[src/rtl/voice_allocator_if.sv]
// Note-event handshake bus for the voice allocator.
// The event source drives the master side and the allocator is the slave.
interface voice_allocator_if;
    logic       ev_valid;
    logic       ev_ready;
    logic       ev_on;
    logic [3:0] note;
    logic [2:0] octave;

    modport master (output ev_valid, output ev_on, output note, output octave, input ev_ready);
    modport slave  (input ev_valid, input ev_on, input note, input octave, output ev_ready);
endinterface

[src/rtl/voice_allocator.sv]
// Polyphonic voice allocator: assigns note events to voice slots with LRU age ranks.
// Define VOICE_STEAL_EN to steal the oldest voice instead of dropping when all voices are held.
module voice_allocator #(
    parameter int NUM_VOICES = 4
) (
    input  logic                      clk,
    input  logic                      reset,
    voice_allocator_if.slave          ev,
    input  logic                      all_off,
    output logic [NUM_VOICES-1:0]     voice_ld,
    output logic [NUM_VOICES-1:0]     voice_gate,
    output logic [4*NUM_VOICES-1:0]   voice_note,
    output logic [3*NUM_VOICES-1:0]   voice_octave,
    output logic                      ev_dropped,
    output logic [7:0]                steal_count
);

    localparam int IW = (NUM_VOICES > 1) ? $clog2(NUM_VOICES) : 1;

    typedef enum logic {IDLE, ALLOC} state_t;

    state_t                r_state;
    state_t                w_nextState;

    logic                  r_evOn;
    logic [3:0]            r_evNote;
    logic [2:0]            r_evOct;
    logic [NUM_VOICES-1:0] r_ld;
    logic [NUM_VOICES-1:0] r_gate;
    logic                  r_dropped;
    logic [3:0]            r_note [NUM_VOICES];
    logic [2:0]            r_oct  [NUM_VOICES];
    logic [IW-1:0]         r_age  [NUM_VOICES];

    logic                  w_matchFound;
    logic [IW-1:0]         w_matchIdx;
    logic                  w_freeFound;
    logic [IW-1:0]         w_freeIdx;
    logic                  w_touch;
    logic                  w_load;
    logic                  w_clear;
    logic                  w_drop;
    logic [IW-1:0]         w_target;
`ifdef VOICE_STEAL_EN
    logic [IW-1:0]         w_oldestIdx;
    logic                  w_steal;
    logic [7:0]            r_stealCount;
`endif

    always_ff @(posedge clk or posedge reset) begin
        if (reset) begin
            r_state <= IDLE;
        end else begin
            r_state <= w_nextState;
        end
    end

    always_comb begin
        w_nextState = r_state;
        ev.ev_ready = 1'b0;
        case (r_state)
            IDLE: begin
                ev.ev_ready = 1'b1;
                if (ev.ev_valid && !all_off) begin
                    w_nextState = ALLOC;
                end
            end
            ALLOC:   w_nextState = IDLE;
            default: w_nextState = IDLE;
        endcase
        if (all_off) begin
            w_nextState = IDLE;
        end
    end

    // Descending scan so the lowest matching/free index wins.
    always_comb begin
        w_matchFound = 1'b0;
        w_matchIdx   = '0;
        w_freeFound  = 1'b0;
        w_freeIdx    = '0;
`ifdef VOICE_STEAL_EN
        w_oldestIdx  = '0;
`endif
        for (int k = NUM_VOICES - 1; k >= 0; k--) begin
            if (r_gate[k] && (r_note[k] == r_evNote) && (r_oct[k] == r_evOct)) begin
                w_matchFound = 1'b1;
                w_matchIdx   = IW'(k);
            end
            if (!r_gate[k]) begin
                w_freeFound = 1'b1;
                w_freeIdx   = IW'(k);
            end
`ifdef VOICE_STEAL_EN
            if (r_age[k] == IW'(NUM_VOICES - 1)) begin
                w_oldestIdx = IW'(k);
            end
`endif
        end
    end

    always_comb begin
        w_touch  = 1'b0;
        w_load   = 1'b0;
        w_clear  = 1'b0;
        w_drop   = 1'b0;
        w_target = '0;
`ifdef VOICE_STEAL_EN
        w_steal  = 1'b0;
`endif
        if (r_state == ALLOC) begin
            if (r_evOn) begin
                if (w_matchFound) begin
                    w_touch  = 1'b1;
                    w_target = w_matchIdx;
                end else if (w_freeFound) begin
                    w_touch  = 1'b1;
                    w_load   = 1'b1;
                    w_target = w_freeIdx;
                end else begin
`ifdef VOICE_STEAL_EN
                    w_touch  = 1'b1;
                    w_load   = 1'b1;
                    w_steal  = 1'b1;
                    w_target = w_oldestIdx;
`else
                    w_drop   = 1'b1;
`endif
                end
            end else if (w_matchFound) begin
                w_clear  = 1'b1;
                w_target = w_matchIdx;
            end
        end
    end

    // all_off wins over both a pending decision and a same-edge capture.
    always_ff @(posedge clk or posedge reset) begin
        if (reset) begin
            r_evOn    <= 1'b0;
            r_evNote  <= '0;
            r_evOct   <= '0;
            r_ld      <= '0;
            r_gate    <= '0;
            r_dropped <= 1'b0;
            for (int k = 0; k < NUM_VOICES; k++) begin
                r_note[k] <= '0;
                r_oct[k]  <= '0;
                r_age[k]  <= IW'(k);
            end
`ifdef VOICE_STEAL_EN
            r_stealCount <= '0;
`endif
        end else if (all_off) begin
            r_gate    <= '0;
            r_ld      <= '0;
            r_dropped <= 1'b0;
        end else begin
            r_ld      <= '0;
            r_dropped <= w_drop;
            if ((r_state == IDLE) && ev.ev_valid) begin
                r_evOn   <= ev.ev_on;
                r_evNote <= ev.note;
                r_evOct  <= ev.octave;
            end
            if (w_touch) begin
                r_ld[w_target] <= 1'b1;
                for (int j = 0; j < NUM_VOICES; j++) begin
                    if (IW'(j) == w_target) begin
                        r_age[j] <= '0;
                    end else if (r_age[j] < r_age[w_target]) begin
                        r_age[j] <= r_age[j] + 1'b1;
                    end
                end
            end
            if (w_load) begin
                r_note[w_target] <= r_evNote;
                r_oct[w_target]  <= r_evOct;
                r_gate[w_target] <= 1'b1;
            end
            if (w_clear) begin
                r_gate[w_target] <= 1'b0;
            end
`ifdef VOICE_STEAL_EN
            if (w_steal && (r_stealCount != 8'hFF)) begin
                r_stealCount <= r_stealCount + 8'd1;
            end
`endif
        end
    end

    for (genvar g = 0; g < NUM_VOICES; g++) begin : g_flat
        assign voice_note[4*g +: 4]   = r_note[g];
        assign voice_octave[3*g +: 3] = r_oct[g];
    end

    assign voice_ld   = r_ld;
    assign voice_gate = r_gate;
    assign ev_dropped = r_dropped;
`ifdef VOICE_STEAL_EN
    assign steal_count = r_stealCount;
`else
    assign steal_count = 8'd0;
`endif

endmodule

[src/flat_wrapper.sv]
// flat-port wrapper written by rule: the top's interface ports become plain ports
module voice_allocator_flat 
#(
    parameter int NUM_VOICES = 4
)
  (clk, reset, all_off, voice_ld, voice_gate, voice_note, voice_octave, ev_dropped, steal_count, ev_ev_valid, ev_ev_on, ev_note, ev_octave, ev_ev_ready);
  voice_allocator_if ev_i ();
  input  logic clk;
  input  logic reset;
  input  logic all_off;
  output logic [NUM_VOICES-1:0] voice_ld;
  output logic [NUM_VOICES-1:0] voice_gate;
  output logic [4*NUM_VOICES-1:0] voice_note;
  output logic [3*NUM_VOICES-1:0] voice_octave;
  output logic ev_dropped;
  output logic [7:0] steal_count;
  input wire logic [$bits(ev_i.ev_valid)-1:0] ev_ev_valid;
  input wire logic [$bits(ev_i.ev_on)-1:0] ev_ev_on;
  input wire logic [$bits(ev_i.note)-1:0] ev_note;
  input wire logic [$bits(ev_i.octave)-1:0] ev_octave;
  output wire logic [$bits(ev_i.ev_ready)-1:0] ev_ev_ready;
  assign ev_i.ev_valid = ev_ev_valid;
  assign ev_i.ev_on = ev_ev_on;
  assign ev_i.note = ev_note;
  assign ev_i.octave = ev_octave;
  assign ev_ev_ready = ev_i.ev_ready;
  voice_allocator #(.NUM_VOICES(NUM_VOICES)) u_core (.clk(clk), .reset(reset), .ev(ev_i), .all_off(all_off), .voice_ld(voice_ld), .voice_gate(voice_gate), .voice_note(voice_note), .voice_octave(voice_octave), .ev_dropped(ev_dropped), .steal_count(steal_count));
endmodule
[config.mk]
export PLATFORM = sky130hd
export DESIGN_NAME = voice_allocator_flat
export DESIGN_NICKNAME = d
export VERILOG_FILES = /design/src/rtl/voice_allocator_if.sv /design/src/rtl/voice_allocator.sv /design/src/flat_wrapper.sv
export SDC_FILE = /design/constraint.sdc
export NUM_CORES = 1
export LEC_CHECK = 0
export BUFFER_PORTS_ARGS = -buffer_cell sky130_fd_sc_hd__buf_4
export CAP_MARGIN = 20
export CORE_ASPECT_RATIO = 1.75
export CORE_MARGIN = 3
export CORE_UTILIZATION = 55
export DETAILED_ROUTE_END_ITERATION = 10
export GPL_ROUTABILITY_DRIVEN = 0
export PLACE_DENSITY = 0.86
export RECOVER_POWER = 50
export SETUP_SLACK_MARGIN = 0.05
export SLEW_MARGIN = 0
export SYNTH_ARGS = -nofsm -noshare
export SYNTH_HDL_FRONTEND = slang
export SYNTH_SLANG_ARGS = --single-unit
[constraint.sdc]
create_clock -name clk -period 5.4 [get_ports clk]
set_input_delay 1.08 -clock clk [delete_from_list [all_inputs] [get_ports clk]]
set_output_delay 1.08 -clock clk [all_outputs]
set_load 0.05 [all_outputs]
After elaboration in Yosys (flattened, before gate mapping). Cells that the tools add are included. Widths: inputs -> output; s select.

Bitwise gates (word level): 6. Divide/modulo/power cells: 0. Add/subtract/negate cells: 0. Multiplexer cells: 54. Order comparisons: 4. $mul: 0. Eq/ne operators: 8. Shift-type cells: 0. Reduce and logical (&&, ||, !) cells: 15.

Operators by type and width (count): $mux 4 (7); $mux 1 (27); $mux 2 (13); $bwmux 16 (1); $eq 4x4->1 (4); $bwmux 12 (1); $eq 3x3->1 (4); $logic_and 1x1->1 (12); $demux 4 s2 (1); $demux 3 s2 (1); $and 4x4->4 (1); $not 4->4 (1); $or 4x4->4 (1); $reduce_and 2->1 (2); $ge 3x3->1 const B (1); $lt 2x3->1 const B (1); $lt 3x1->1 const B (1); $mux 3 (1); $not 2->3 (1); $demux 1 s2 (1); $ge 2x1->1 const B (1); $not 1->1 (2); $pmux 1 s2 (1); $logic_not 1->1 (1).

Memories: 0. Register bits: 46. ROM bits: 0. Latch bits: 0. Memory bits (writable): 0. Output and inout port bits: 46. Input bits: 12.

Longest topological paths before layout.
Depth after elaboration: 20. Depth in mapped cells: 8.

Worst setup path before layout. Ideal clock, no wire load.

Kind: register to register. Start: register u_core.r_oct, in the netlist u_core.voice_octave[11]. End: register u_core.r_note, in the netlist u_core.voice_note[0]. Stages on the path, launching flop included: 8. Period minus slack after synthesis: 2622 ps. Path buffers: 1. Setup time: 125 ps. Required time: 5275 ps. Data arrival time: 2497 ps. Setup slack: 2778 ps. Cell sequence: dfrtp_1 -> xor2_1 -> nor4_1 -> and2_4 -> or4_4 -> buf_6 -> nor4_4 -> mux2_2.

Longest elaborated chain between the ends: 15.

RTL lines: start, declared (RTL line voice_allocator.sv:32) `logic [2:0] r_oct [NUM_VOICES];`; start signal, assigned by index (RTL line voice_allocator.sv:178) `r_oct[w_target] <= r_evOct;`; $eq 3x3->1 (*) (RTL line voice_allocator.sv:86) `if (r_gate[k] && (r_note[k] == r_evNote) && (r_oct[k] == r_evOct)) begin`; $logic_and 1x1->1 (*) (RTL line voice_allocator.sv:86); $mux 2 or $mux 1 (tied branches) (4 in a row) (RTL line voice_allocator.sv:86); $mux 2 (on tied branches) (RTL line voice_allocator.sv:130, voice_allocator.sv:113); $mux 2 (RTL line voice_allocator.sv:112) `if (r_evOn) begin`; $mux 2 (RTL line voice_allocator.sv:111) `if (r_state == ALLOC) begin`; $not 2->3; $ge 3x3->1 or $lt 3x1->1 (tied branches); $logic_and 1x1->1 (not written as such) (RTL line voice_allocator.sv:177) `r_note[w_target] <= r_evNote;`; $mux 4 (not written as such) (RTL line voice_allocator.sv:177); $demux 4 s2 (RTL line voice_allocator.sv:177); $bwmux 16 (RTL line voice_allocator.sv:177); end signal, assigned by index (RTL line voice_allocator.sv:177); end, declared (RTL line voice_allocator.sv:31) `logic [3:0] r_note [NUM_VOICES];`.

Mark *: on every way between the ends. The rest lies on a longest branch, timed or not. A chain may end at the register's enable or synchronous reset.

==> impl_metrics.json <==
{
  "cts_hold_buf": 0,
  "syn2layout_area_growth_pct": 14.3,
  "synth.yosys.seq_area_share": 0.488,
  "finalCritPeriodShare": 0.559,
  "cts_buffer_depth": 2,
  "syn_area_um2": 2360,
  "cts_tree": "built",
  "wl_mm": 4.94,
  "synth-edff-count": 0,
  "dp_hpwl_mm": 3.67,
  "cts_sinks": 46,
  "cts_resized": 0,
  "placed_cell_area_um2": 2680,
  "synth_cell_types": 34,
  "diodes": 0,
  "wl_per_cell_um": 17.1,
  "maxCapViolations": 1,
  "synthCells": 194,
  "core_area_um2": 4020,
  "clk_pin_slew_ns": 0.08,
  "clk_latency_ns": 0.31,
  "slowest_stage": "clkbuf_1",
  "r2r-start": "u_core.r_evOct[2]",
  "status": "complete, but fails checks",
  "drtIter0Drc": 27,
  "power_density_nw_per_um2": 317,
  "skew_ns": 0.00306,
  "grt-ovfl-total": 0,
  "drive_above_1_share": 0.333,
  "placed_cells": 280,
  "io_pins": 58,
  "hold_path_depth": 1,
  "fill_cells": 339,
  "violations": "max-capacitance violations, max-slew violations",
  "die_w_um": 55.5,
  "rsz0062_at_grt": "no",
  "ir_worst_vdd_mv": 0.273,
  "synthArstFlopShare": 1.00,
  "final_max_slew_viol_count": 47,
  "crit_arrival_ns": 2.94,
  "grt_pass1_vias": 1586,
  "final_cells": 288,
  "vias": 1663,
  "synth_flop_cell": "dfrtp_1",
  "grt_pass1_wl_mm": 7.82,
  "worst_hold_path_type": "reg2reg",
  "hold_viol": 0,
  "port_buffers": 49,
  "rows": 30,
  "cpPeakStageDelay_ns": 1.69,
  "endpoint_kind": "asynchronous set/reset pin",
  "finalCriticalPeriod_ns": 3.02,
  "fin_setup_tns_ns": 0,
  "ff2ff_path_depth": 6,
  "drt_pass1_iterations": 4,
  "ant_nets": 0,
  "post_cts_buffers": 0,
  "cp.required_ns": 5.32,
  "grt_max_degree": 47,
  "antenna_found_initial": 0,
  "nNetsFinal": 251,
  "stdcell_area_um2": 2700,
  "ys_ff_latch": 46,
  "max_slew_margin": -0.600,
  "drc": 0,
  "cts_buffers": 5,
  "setup_viol": 0,
  "die_h_um": 92.6,
  "cts-root-buf": "clkbuf_8",
  "cellLeakagePower_nw": 1.25,
  "holdPathEnd": "u_core.voice_note[5]",
  "initial_core_util": 0.587,
  "avgViaCountPerCell": 5.77,
  "grt.total_usage": 0.202,
  "worst-slew-pin-transition_ns": 2.40,
  "r2r-end": "u_core.voice_note[6]",
  "crit_chain": "clkbuf_4 -> clkinv_1 -> clkbuf_1",
  "yosys_warnings": 0,
  "die_area_um2": 5140,
  "htree_levels": 2,
  "cp_max_fo": 46,
  "criticalPathCategory": "in2async",
  "worstHoldStart": "u_core.voice_note[5]",
  "fmax_ghz": 0.331,
  "r2r_setup_slack_ns": 2.39,
  "postSynthAreaPerCell_um2": 12.2,
  "worstSetupStartpointType": "input port"
}
-- synth_stat cells (all sizes together) (2+ instances only) --
cell type | count | area (um2)
dfrtp | 46 | 1150
mux2 | 36 | 405
buf | 16 | 135
xnor2 | 15 | 131
xor2 | 13 | 114
nor2 | 9 | 33.8
nand4 | 7 | 50.1
nor4 | 7 | 73.8
inv | 6 | 22.5
nand2 | 6 | 22.5
clkbuf | 4 | 15.0
a21oi | 3 | 15.0
nor3 | 3 | 15.0
a2111oi | 2 | 17.5
a31oi | 2 | 12.5
and3 | 2 | 12.5
nand3 | 2 | 10.0
o31ai | 2 | 15.0
or4 | 2 | 18.8
-- worst max-delay path, delay by kind of cell --
family	cells	cell delay, ns
buffers and inverters	3	1.83
-- per-stage QoR --
stage / total power, mW / hold WS, ns / setup slack, ns / util
6_report: 0.855 / 0.555 / 2.38 / 0.671
5_1_grt: 0.892 / 0.575 / 1.90 / 0.671
3_5_place_dp: 0.653 / 0.544 / 2.56 / 0.667
4_1_cts: 0.867 / 0.567 / 2.52 / 0.689
2_1_floorplan: 0.605 / 0.610 / 2.78 / -
3_3_place_gp: 0.647 / 0.544 / 2.58 / 0.667
-- cells by family after synthesis --
logic type | synth area share
flops | 0.488
simple gates | 0.110
mux | 0.172
xor+xnor | 0.104
buf+inv | 0.0732
compound gates | 0.0509
other cells | 0.00159
-- final cells by class --
| class | instances | area (um2) | area share |
|---|---|---|---|
| Multi-Input combinational cell | 129 | 1060 | 0.393 |
| Clock buffer | 7 | 86.3 | 0.0320 |
| Sequential cell | 46 | 1150 | 0.427 |
| Inverter | 6 | 22.5 | 0.00836 |
| Tap cell | 48 | 60.1 | 0.0223 |
| Timing Repair Buffer | 51 | 312 | 0.116 |
| Clock inverter | 1 | 5.00 | 0.00186 |
-- how the worst max path moves through the flow --
stage / startpoint / to / slack, ns / cells after the start
after floorplan: u_core.voice_octave[11] / u_core.voice_note[0] / 2.78 / 7
after global placement: u_core.r_evNote[1] / u_core.voice_note[4] / 2.58 / 6
after detailed placement: u_core.r_evOct[2] / u_core.voice_note[6] / 2.56 / 6
after CTS: u_core.r_evOct[2] / u_core.voice_note[6] / 2.52 / 6
after global routing: reset / u_core.voice_gate[0] / 1.90 / 3
final: reset / u_core.r_evNote[2] / 2.38 / 3
-- cell usage in the layout, fill, tap and decap left out, drive strengths merged, types with 3 or more instances in the layout --
master and n:
nor4 7, nor2 9, xor2 13, dfrtp 46, inv 5, xnor2 15, nor3 3, nand2 6
mux2 36, nand4 7, conb 8, clkbuf 27, a21oi 3, buf 31
-- sequential cells by signal (all words and copies together), names as in the netlist --
signal and flops:
u_core.r_state 1, u_core.voice_octave 12, u_core.r_evOn 1, u_core.voice_note 16
u_core.r_evNote 4, u_core.r_evOct 3, u_core.voice_gate 4, u_core.ev_dropped 1
u_core.voice_ld 4
-- per-layer routing --
layer  up-vias  part of all wire  routed length, um  global-route usage
met5         -                 0                  0                   0
met2        76              0.56               2770               0.368
met3        18             0.062                306              0.0474
met4         0             0.033                161               0.108
met1       810              0.34               1700               0.210
li1        759                 -                  -                   -
-- where the power goes --
| group | internal [mW] | leakage, nW | switching (mW) |
|---|---|---|---|
| registers | 0.373 | 0.618 | 0.0554 |
| clock network | 0.103 | 0.0482 | 0.110 |
| logic | 0.0809 | 0.587 | 0.132 |
No activity file was read; power rests on OpenSTA's default activity.
